--- config.mk ---
export PLATFORM = sky130hd
export DESIGN_NAME = mem_stage_flat
export DESIGN_NICKNAME = d
export VERILOG_FILES = /design/src/rtl/mem_stage_if.sv /design/src/rtl/mem_stage.sv /design/src/flat_wrapper.sv
export SDC_FILE = /design/constraint.sdc
export NUM_CORES = 1
export LEC_CHECK = 0
export ABC_CLOCK_PERIOD_IN_PS = 2270
export BUFFER_PORTS_ARGS = -buffer_cell sky130_fd_sc_hd__buf_2
export CAP_MARGIN = 20
export CORE_AREA = 2 2 180 182
export DETAILED_ROUTE_END_ITERATION = 6
export DIE_AREA = 0 0 182 184
export GPL_TIMING_DRIVEN = 0
export PLACE_DENSITY = 0.65
export SYNTH_ARGS = -nofsm -noshare
export SYNTH_HDL_FRONTEND = slang
export SYNTH_SLANG_ARGS = --single-unit
--- constraint.sdc ---
create_clock -name clk -period 2.27 [get_ports clk]
set_input_delay 0.227 -clock clk [delete_from_list [all_inputs] [get_ports clk]]
set_output_delay 0.227 -clock clk [all_outputs]
set_load 0.02 [all_outputs]
--- src/rtl/mem_stage_if.sv ---
// Pipeline-facing signals of the memory stage: EXE handoff, WB handoff, data RAM, bypass.
// Latency: none (wires only).
// Backpressure: MEM_allow_in upstream, WB_allow_in downstream, cancel flushes.
interface mem_stage_if;
  localparam int EXE_BUS_W = 159;
  localparam int WB_BUS_W  = 121;

  logic                 EXE_over;
  logic [EXE_BUS_W-1:0] EXE_MEM_bus;
  logic                 MEM_allow_in;
  logic                 WB_allow_in;
  logic                 cancel;
  logic                 MEM_valid;
  logic                 MEM_over;
  logic [WB_BUS_W-1:0]  MEM_WB_bus;
  logic [31:0]          dm_addr;
  logic [3:0]           dm_wen;
  logic [31:0]          dm_wdata;
  logic [31:0]          dm_rdata;
  logic [4:0]           MEM_wdest;
  logic                 MEM_rf_wen;
  logic [31:0]          MEM_result;
  logic [31:0]          MEM_pc;

  // the stage itself
  modport master (
    input  EXE_over, EXE_MEM_bus, WB_allow_in, cancel, dm_rdata,
    output MEM_allow_in, MEM_valid, MEM_over, MEM_WB_bus, dm_addr, dm_wen,
           dm_wdata, MEM_wdest, MEM_rf_wen, MEM_result, MEM_pc
  );

  // the surrounding pipeline and data RAM
  modport slave (
    output EXE_over, EXE_MEM_bus, WB_allow_in, cancel, dm_rdata,
    input  MEM_allow_in, MEM_valid, MEM_over, MEM_WB_bus, dm_addr, dm_wen,
           dm_wdata, MEM_wdest, MEM_rf_wen, MEM_result, MEM_pc
  );
endinterface

--- src/rtl/mem_stage.sv ---
// Memory stage: EXE->MEM register, data RAM load/store, misalignment detect, load shaping.
// Latency: capture to MEM_over is 1 cycle for non-memory/store/misaligned, 2 for loads.
// Backpressure: holds the result until WB_allow_in; accepts new work on handoff; cancel flushes.
module mem_stage (
  input  logic       clk,
  input  logic       resetn,
  mem_stage_if.master io
);
  typedef struct packed {
    logic [7:0]  mem_control;
    logic [31:0] store_data;
    logic [31:0] exe_result;
    logic [31:0] lo_result;
    logic        hi_write, lo_write, mfhi, mflo, mtc0, mfc0;
    logic [7:0]  cp0r_addr;
    logic        syscall, eret, rf_wen;
    logic [4:0]  rf_wdest;
    logic        overflow;
    logic [31:0] pc;
  } exe_bus_t;

  typedef struct packed {
    logic        rf_wen;
    logic [4:0]  rf_wdest;
    logic [31:0] mem_result;
    logic [31:0] lo_result;
    logic        hi_write, lo_write, mfhi, mflo, mtc0, mfc0;
    logic [7:0]  cp0r_addr;
    logic        syscall, eret, overflow, adel, ades;
    logic [31:0] pc;
  } wb_bus_t;

  typedef enum logic [1:0] {IDLE, ISSUE, LOAD_WAIT, DONE} state_t;

  state_t      state;
  logic        valid;
  exe_bus_t    r;
  exe_bus_t    in_bus;
  wb_bus_t     wb;
  logic [31:0] load_buf;
  logic [31:0] shaped;
  logic [31:0] mem_result;
  logic [3:0]  wen_mask;
  logic [31:0] wdata;
  logic        unused_bits;

  // Half needs addr[0]=0, word needs addr[1:0]=0; byte is always aligned.
  function automatic logic misaligned(input logic [1:0] size, input logic [1:0] a);
    return ((size == 2'b01) && a[0]) || (size[1] && (a != 2'b00));
  endfunction

  assign in_bus = io.EXE_MEM_bus;

  logic r_load, r_store, r_mis, in_mem_ok, over, handoff, capture;
  assign r_load    = r.mem_control[7];
  assign r_store   = r.mem_control[6];
  assign r_mis     = (r_load | r_store) & misaligned(r.mem_control[5:4], r.exe_result[1:0]);
  assign in_mem_ok = (in_bus.mem_control[7] | in_bus.mem_control[6]) &
                     ~misaligned(in_bus.mem_control[5:4], in_bus.exe_result[1:0]);

  // A store is complete in its issue cycle; a load needs the RAM's extra cycle.
  assign over    = ((state == ISSUE) && r_store) || (state == LOAD_WAIT) || (state == DONE);
  assign handoff = over & io.WB_allow_in;
  assign io.MEM_allow_in = ~valid | handoff;
  assign capture = io.EXE_over & io.MEM_allow_in & ~io.cancel;

  // Stage state: cancel beats capture beats handoff beats normal progress.
  always_ff @(posedge clk or negedge resetn) begin
    if (!resetn) begin
      state    <= IDLE;
      valid    <= 1'b0;
      r        <= '0;
      load_buf <= '0;
    end else if (io.cancel) begin
      state <= IDLE;
      valid <= 1'b0;
    end else if (capture) begin
      r     <= in_bus;
      valid <= 1'b1;
      state <= in_mem_ok ? ISSUE : DONE;
    end else if (handoff) begin
      state <= IDLE;
      valid <= 1'b0;
    end else begin
      case (state)
        ISSUE:     state <= r_load ? LOAD_WAIT : DONE;
        LOAD_WAIT: begin
          load_buf <= shaped;
          state    <= DONE;
        end
        default:   state <= state;
      endcase
    end
  end

  // Little-endian lane select of the live RAM word, then extension.
  always_comb begin
    shaped = io.dm_rdata;
    case (r.mem_control[5:4])
      2'b00: begin
        case (r.exe_result[1:0])
          2'd0:    shaped = {24'b0, io.dm_rdata[7:0]};
          2'd1:    shaped = {24'b0, io.dm_rdata[15:8]};
          2'd2:    shaped = {24'b0, io.dm_rdata[23:16]};
          default: shaped = {24'b0, io.dm_rdata[31:24]};
        endcase
        if (r.mem_control[3] && shaped[7]) shaped[31:8] = '1;
      end
      2'b01: begin
        shaped = {16'b0, r.exe_result[1] ? io.dm_rdata[31:16] : io.dm_rdata[15:0]};
        if (r.mem_control[3] && shaped[15]) shaped[31:16] = '1;
      end
      default: shaped = io.dm_rdata;
    endcase
  end

  // Store lanes and replicated write data; enables only fire in ISSUE.
  always_comb begin
    case (r.mem_control[5:4])
      2'b00: begin
        wen_mask = 4'b0001 << r.exe_result[1:0];
        wdata    = {4{r.store_data[7:0]}};
      end
      2'b01: begin
        wen_mask = r.exe_result[1] ? 4'b1100 : 4'b0011;
        wdata    = {2{r.store_data[15:0]}};
      end
      default: begin
        wen_mask = 4'b1111;
        wdata    = r.store_data;
      end
    endcase
  end

  assign io.dm_wen   = ((state == ISSUE) && r_store && !r_mis && !io.cancel) ? wen_mask : 4'b0000;
  assign io.dm_wdata = wdata;
  assign io.dm_addr  = r.exe_result;

  // Misaligned accesses report the faulting address as their result.
  assign mem_result = r_mis               ? r.exe_result :
                      (state == LOAD_WAIT) ? shaped       :
                      r_load              ? load_buf     : r.exe_result;

  assign wb = '{rf_wen: r.rf_wen, rf_wdest: r.rf_wdest, mem_result: mem_result,
                lo_result: r.lo_result, hi_write: r.hi_write, lo_write: r.lo_write,
                mfhi: r.mfhi, mflo: r.mflo, mtc0: r.mtc0, mfc0: r.mfc0,
                cp0r_addr: r.cp0r_addr, syscall: r.syscall, eret: r.eret,
                overflow: r.overflow, adel: r_load & r_mis, ades: r_store & r_mis,
                pc: r.pc};

  assign io.MEM_WB_bus = wb;
  assign io.MEM_valid  = valid;
  assign io.MEM_over   = over;
  assign io.MEM_wdest  = r.rf_wdest & {5{valid}};
  assign io.MEM_rf_wen = r.rf_wen & valid;
  assign io.MEM_result = mem_result;
  assign io.MEM_pc     = r.pc;

  assign unused_bits = ^r.mem_control[2:0];
endmodule

--- src/flat_wrapper.sv ---
// flat-port wrapper written by rule: the top's interface ports become plain ports
module mem_stage_flat 
  (clk, resetn, io_EXE_over, io_EXE_MEM_bus, io_WB_allow_in, io_cancel, io_dm_rdata, io_MEM_allow_in, io_MEM_valid, io_MEM_over, io_MEM_WB_bus, io_dm_addr, io_dm_wen, io_dm_wdata, io_MEM_wdest, io_MEM_rf_wen, io_MEM_result, io_MEM_pc);
  mem_stage_if io_i ();
  input  logic clk;
  input  logic resetn;
  input wire logic [$bits(io_i.EXE_over)-1:0] io_EXE_over;
  input wire logic [$bits(io_i.EXE_MEM_bus)-1:0] io_EXE_MEM_bus;
  input wire logic [$bits(io_i.WB_allow_in)-1:0] io_WB_allow_in;
  input wire logic [$bits(io_i.cancel)-1:0] io_cancel;
  input wire logic [$bits(io_i.dm_rdata)-1:0] io_dm_rdata;
  output wire logic [$bits(io_i.MEM_allow_in)-1:0] io_MEM_allow_in;
  output wire logic [$bits(io_i.MEM_valid)-1:0] io_MEM_valid;
  output wire logic [$bits(io_i.MEM_over)-1:0] io_MEM_over;
  output wire logic [$bits(io_i.MEM_WB_bus)-1:0] io_MEM_WB_bus;
  output wire logic [$bits(io_i.dm_addr)-1:0] io_dm_addr;
  output wire logic [$bits(io_i.dm_wen)-1:0] io_dm_wen;
  output wire logic [$bits(io_i.dm_wdata)-1:0] io_dm_wdata;
  output wire logic [$bits(io_i.MEM_wdest)-1:0] io_MEM_wdest;
  output wire logic [$bits(io_i.MEM_rf_wen)-1:0] io_MEM_rf_wen;
  output wire logic [$bits(io_i.MEM_result)-1:0] io_MEM_result;
  output wire logic [$bits(io_i.MEM_pc)-1:0] io_MEM_pc;
  assign io_i.EXE_over = io_EXE_over;
  assign io_i.EXE_MEM_bus = io_EXE_MEM_bus;
  assign io_i.WB_allow_in = io_WB_allow_in;
  assign io_i.cancel = io_cancel;
  assign io_i.dm_rdata = io_dm_rdata;
  assign io_MEM_allow_in = io_i.MEM_allow_in;
  assign io_MEM_valid = io_i.MEM_valid;
  assign io_MEM_over = io_i.MEM_over;
  assign io_MEM_WB_bus = io_i.MEM_WB_bus;
  assign io_dm_addr = io_i.dm_addr;
  assign io_dm_wen = io_i.dm_wen;
  assign io_dm_wdata = io_i.dm_wdata;
  assign io_MEM_wdest = io_i.MEM_wdest;
  assign io_MEM_rf_wen = io_i.MEM_rf_wen;
  assign io_MEM_result = io_i.MEM_result;
  assign io_MEM_pc = io_i.MEM_pc;
  mem_stage u_core (.clk(clk), .resetn(resetn), .io(io_i));
endmodule
==> results of run 1 <==
## final cells by class
class / instances / area share
multi-input cells: 483 / 0.293
flip-flops and latches: 191 / 0.292
repair buffers: 543 / 0.222
plain buffers: 237 / 0.122
well taps: 402 / 0.0306
clock buffers: 19 / 0.0270
clock inverters: 13 / 0.0123
inverters: 4 / 0.000915
## Yosys cell counts, types with 2 or more instances
cell and n:
buf_4 191, dfrtp_1 191, mux2_4 100, mux2_2 75
nand2_1 63, nor2_1 49, a21oi_1 36, clkbuf_1 23
o21ai_0 20, a222oi_1 15, buf_2 13, buf_6 13
and2_1 11, o22ai_1 10, a31oi_1 9, mux2i_1 9
a21o_1 8, a22oi_1 8, nand3_1 7, o211ai_1 7
a211oi_1 5, a221oi_1 5, or2_2 5, inv_1 4
nand2b_1 4, and3_1 3, buf_1 3, nor3_1 3
a32oi_1 2, nor2b_1 2, o31ai_1 2
## how the worst max path moves through the flow
stage	slack [ns]	cells after the start	endpoint	startpoint
after global routing	-0.48	12	io_MEM_WB_bus[111]	u_core.r[156]$_DFFE_PN0P_
final	-0.41	10	io_MEM_result[26]	u_core.r[156]$_DFFE_PN0P_
after CTS	-0.39	9	io_MEM_result[1]	u_core.io.dm_addr[0]$_DFFE_PN0P_
after global placement	-2.37	1	u_core.io.MEM_WB_bus[59]$_DFFE_PN0P_	resetn
after floorplan	-0.01	7	io_MEM_result[15]	u_core.r[156]$_DFFE_PN0P_
after detailed placement	-0.81	6	io_dm_wdata[27]	u_core.r[156]$_DFFE_PN0P_
## cell usage in the layout (no fill, tap or decap), types with 8 or more instances in the layout
cell / instances
mux2i_1: 8
a21oi_1: 20
mux2_4: 109
a222oi_1: 15
and2_1: 8
dlygate4sd3_1: 21
buf_4: 232
buf_12: 9
dfrtp_1: 186
nand2_1: 44
buf_2: 373
mux2_2: 66
o22ai_1: 8
buf_6: 122
buf_8: 13
clkbuf_16: 18
nand2_2: 14
a21oi_4: 11
nor2_1: 41
o21ai_2: 10
## worst max-delay path, delay by kind of cell (launching register included)
kind / cells / cell delay (ns)
AOI/OAI and AO/OA: 4 / 0.79
buffers and inverters: 5 / 0.69
DFF: 1 / 0.38
and+or+nand+nor: 1 / 0.15
## registers in the layout, indices dropped and copies added (netlist names)
name / count
u_core.io.MEM_WB_bus: 55
u_core.r: 37
u_core.io.MEM_pc: 32
u_core.io.dm_addr: 32
u_core.load_buf: 32
u_core.state: 2
u_core.io.MEM_valid: 1
## layer usage
layer  GRT usage  vias to the layer above
met3      0.0509                       61
met4      0.0710                        2
met1       0.250                     4381
met2       0.362                      462
li1            -                     4136
met5           0                        -
## through the flow
stage | utilization | instance area [um^2]
after floorplan | - | 10700
after global placement | 0.429 | 13500
after detailed placement | 0.430 | 13500
after CTS | 0.485 | 15200
after global routing | 0.523 | 16400
final | 0.523 | 16400
## where the power goes
group	internal (mW)	switching (mW)
clock	1.91	1.48
sequential	4.29	0.756
combinational	5.31	4.88
## timing repair
action | in CTS | in global routing
endpoints found under the setup margin | 110 | 175
pin swaps | 39 | 60
setup buffers | 40 | 32
hold buffers | 9 | 12
hold endpoints to repair | 100 | 12
gates cloned | 2 | 1
gates resized for setup | 209 | 243
## kinds of logic after synthesis
kind of cell | synth area share
AO/OA/AOI/OAI | 0.0846
XOR/XNOR | 0.00164
buffers and inverters | 0.166
flip-flops | 0.448
multiplexers | 0.231
AND/OR/NAND/NOR | 0.0685
==> impl_metrics.yaml, run 1 <==
finish:
  area_growth_pct: 54.0
  final_cell_count_no_fill: 1892
  multi_input_area_um2: 4810
  nNetsFinal: 1673
  nFillCells: 2682
  layout-drive-gt1-share: 0.717
  diodes: 0
  seq_area_um2: 4790
setup_path:
  r2r-end: "u_core.load_buf[0]$_DFFE_PN0P_"
  crit_fanout: 7
  rrSetupSlack_ns: 0.07
  reg2reg_depth: 12
  crit_top_cell: "buf_6"
  critPathSlowestCell: "dfrtp_1"
  slowest_delay_ns: 0.38
  crit_path_start_kind: "flip-flop"
  worst-setup-path-type: "flip-flop to primary output"
  end_kind: "primary output"
  crit_chain: "buf_6 > o21ai_4 > a21o_4 > o21ai_4 > buf_4 > buf_8 > a222oi_1 > nand2_2 > buf_6 > buf_6"
  crit_arrival_ns: 2.45
  reg2reg_from: "u_core.io.dm_addr[1]$_DFFE_PN0P_"
  worstPathRequired_ns: 2.04
global_routing:
  groute.usage.overall: 0.207
  grt_max_degree: 100
  grt_pass1_wl_mm: 52.7
  overflow: 0
  antenna_found_initial: 1
  grt_pass1_vias: 8936
routing:
  dr.pass1.iters: 6
  remaining_drc_errors: 0
  drt-total-wl_mm: 37.2
  ant_nets: 0
  via_per_inst: 4.78
  vias: 9042
  top_layer: "met5"
  dr.first_iter.drc_count: 700
  drt-met1-wl_mm: 14.5
  wl_per_cell_um: 19.7
  met2WireLength_mm: 18.8
  met3_length_mm: 2.85
die:
  die_y_um: 184
  core_area_um2: 31400
  fp.dieArea_um2: 33500
  io_pins: 458
  num_rows: 65
  die_w_um: 182
  start_util: 0.340
timing:
  maxSlewViolCount: 0
  fmax_mhz: 373
  worst_pin_slew_ns: 0.758
  finalSetupViolations: 82
  period_needed_ns: 2.68
  finClkSkew_ns: 0.0157
  hold_viol_final: 0
  timing.hold.ws_ns: 0.0197
  finalCritPeriodShare: 1.18
  relSlewSlack: 0.495
  rsz0062_at_grt: "yes"
  setup_slack_ns: -0.408
  setup_tns_ns: -19.86
synth:
  syn_inst: 920
  yosysUniqueCellTypes: 55
  seq_area_frac_synth: 0.448
  yosys_most_used_dff: "dfrtp_1"
  synth_fp_nets: 1116
  synth-edff-count: 0
  synth.area.top_cells: "dfrtp_1 45%, mux2_4 14%, buf_4 13%, mux2_2 7.9%, nand2_1 2.2%"
  yosysTopAreaCellShare: 0.448
  async_flop_share: 1.00
  ys.warnings.count: 0
  synthesis.area_um2: 10700
  avgSynthCellArea_um2: 11.6
  yosysTopAreaCell: "dfrtp_1"
  synth_seq_cells: 191
power:
  totalPowerFinal_mw: 18.6
  p_leak_nw: 8.34
  irDropWorstVdd_mv: 0.591
  p_per_area_nw_per_um2: 1130
run_status:
  status: "complete, but fails checks"
  violations: "setup timing"
min_path:
  worstHoldPathCells: 2
  hold_path_end: "u_core.r[131]$_DFFE_PN0P_"
  min_from: "io_EXE_MEM_bus[131]"
  hp-class: "primary input to flip-flop"
cts:
  clockBufferDepth: 2
  cts_tree: "built"
  htree_levels: 4
  cts_sinks: 191
  cts_buffers: 17
  cts-root-buf: "clkbuf_16"
  path_clk_slew_ns: 0.09
  clk_latency_ns: 0.44
place:
  pre_cts_ws_ns: -0.805
  globalplace.congestion: 0.904
  portBuffers: 454
  dp.cells: 1777
  dp_hpwl_mm: 26.6
run:
  cap_violations: 0
Note: power is estimated with default switching activity, not from simulation.
==> run 2, diff against run 1 <==
--- a/config.mk
+++ b/config.mk
@@ -16,3 +16,4 @@
 export SYNTH_ARGS = -nofsm -noshare
 export SYNTH_HDL_FRONTEND = slang
 export SYNTH_SLANG_ARGS = --single-unit
+export TNS_END_PERCENT = 5
==> run 2 against run 1 <==
Net effect: the flow finishes with violations (DRC, setup timing); cell count is 4.0% higher; hold slack better by 0.0012 ns; worst setup slack worse by 0.038 ns; clock skew is 0.0027 ns lower; flip-flop and latch count stayed put; largest cell class unchanged; largest power group unchanged; highest routed layer unchanged.
==> impl_metrics.yaml, run 2 (synthesized netlist as in run 1, its figures left out) <==
run_status:
  status: "complete, but fails checks"
  violations: "DRC, setup timing"
timing:
  timing.hold.ws_ns: 0.0209
  relSlewSlack: 0.430
  maxSlewViolCount: 0
  worst_pin_slew_ns: 0.855
  period_needed_ns: 2.72
  finClkSkew_ns: 0.0131
  finalCritPeriodShare: 1.20
  hold_viol_final: 0
  fmax_mhz: 368
  setup_slack_ns: -0.445
  finalSetupViolations: 74
  rsz0062_at_grt: "yes"
  setup_tns_ns: -19.31
finish:
  postLayoutCoreUtil: 0.518
  area_growth_pct: 52.5
  final_cell_mix: "441 x buf_2, 221 x buf_4, 185 x dfrtp_1"
  diodes: 0
  layout-drive-gt1-share: 0.628
  design_area_um2: 16300
  final_cell_count_no_fill: 1968
  nNetsFinal: 1749
  final_common_cell: "buf_2"
  largest_reg_flops: 55
routing:
  via_per_inst: 4.72
  drt-total-wl_mm: 37.4
  wl_per_cell_um: 19.0
  ant_nets: 0
  dr.first_iter.drc_count: 577
  vias: 9297
  dr.pass1.iters: 7
  remaining_drc_errors: 5
cts:
  cts-root-buf: "clkbuf_16"
  cts_sinks: 191
  htree_levels: 4
  clk_latency_ns: 0.45
  path_clk_slew_ns: 0.08
  cts_tree: "built"
  clockBufferDepth: 2
  cts_buffers: 17
setup_path:
  worst-setup-path-type: "flip-flop to primary output"
  worstSetupStartpoint: "u_core.r[156]$_DFFE_PN0P_"
  crit_chain: "buf_6 > o21ai_4 > a21o_4 > and2_4 > buf_8 > buf_6 > a222oi_1 > nand2_2 > buf_4 > buf_2"
  reg2reg_depth: 8
  end_kind: "primary output"
  crit_path_start_kind: "flip-flop"
  reg2reg_from: "u_core.state[0]$_DFFE_PN0P_"
  critPathSlowestCell: "a222oi_1"
  slowest_delay_ns: 0.36
  crit_fanout: 6
  worstPathRequired_ns: 2.04
  crit_top_cell: "buf_6"
  crit_arrival_ns: 2.49
die:
  num_rows: 65
  fp.dieArea_um2: 33500
  die_y_um: 184
  start_util: 0.340
  core_area_um2: 31400
  io_pins: 458
  die_w_um: 182
place:
  placed_cell_area_um2: 13500
  pre_cts_ws_ns: -0.876
  portBuffers: 454
  dp.cells: 1777
  dp_hpwl_mm: 26.6
  globalplace.congestion: 0.895
power:
  p_per_area_nw_per_um2: 1040
  p_leak_nw: 8.32
  totalPowerFinal_mw: 16.8
  irDropWorstVdd_mv: 0.570
run:
  cap_violations: 0
global_routing:
  grt_pass1_wl_mm: 55.1
  antenna_found_initial: 1
  grt_max_degree: 97
  grt_pass1_vias: 9554
  groute.usage.overall: 0.217
  overflow: 0
min_path:
  min_from: "io_EXE_MEM_bus[131]"
  worstHoldPathCells: 2
  hp-class: "primary input to flip-flop"
-- run 2: cell types whose count changed in the layout (fill, tap and decap cells not counted), moves of 6 or more --
cell           delta
buf_4            -11
a21oi_2           +7
buf_2            +68
nand2_1          +11
dlygate4sd3_1   +121
o21ai_0           +9
buf_12            -6
nand2_2          -10
o21ai_2           -8
a21oi_4          -10
buf_6            -93
-- run 2: area by class of cell --
type	instances	area, um^2
inverters	4	15.0
flip-flops and latches	191	4790
fillers	2762	15100
repair buffers	620	4030
clock buffers	17	425
clock inverters	15	198
multi-input cells	481	4410
well taps	402	503
plain buffers	238	1890
-- run 2: routing by layer --
metal  routed length (um)  global-route usage
met1                14600               0.249
met2                19400               0.392
met3                 2540              0.0588
met4                  814              0.0661
met5                   13                   0
-- run 2: repair_timing --
action	CTS	global route
setup buffers	9	13
hold endpoints to repair	235	1
hold buffers	141	1
endpoints found under the setup margin	110	190
gates resized for setup	94	100
pin swaps	14	23
cloned	0	1
-- run 2: critical path, delay by kind of cell, from the launching register on --
kind | cells | cell delay [ns]
buffers and inverters | 5 | 0.69
AOI/OAI and AO/OA | 3 | 0.66
DFF | 1 | 0.34
and+or+nand+nor | 2 | 0.34
-- run 2: report_power, final --
part | internal [mW] | leakage, nW | switching [mW] | total [mW]
combinational | 4.19 | 5.78 | 4.40 | 8.59
sequential | 4.29 | 2.24 | 0.739 | 5.03
clock | 1.69 | 0.295 | 1.54 | 3.22
-- run 2: final timing paths --
check                                                     to  slack [ns]
max                                        io_MEM_result[28]       -0.45
min                                u_core.r[131]$_DFFE_PN0P_        0.02
max reg2reg                 u_core.io.dm_addr[9]$_DFFE_PN0P_        0.11
min reg2reg                   u_core.load_buf[1]$_DFFE_PN0P_        0.49
max in group asynchronous          u_core.r[122]$_DFFE_PN0P_        0.92
min in group asynchronous  u_core.io.dm_addr[14]$_DFFE_PN0P_        0.37
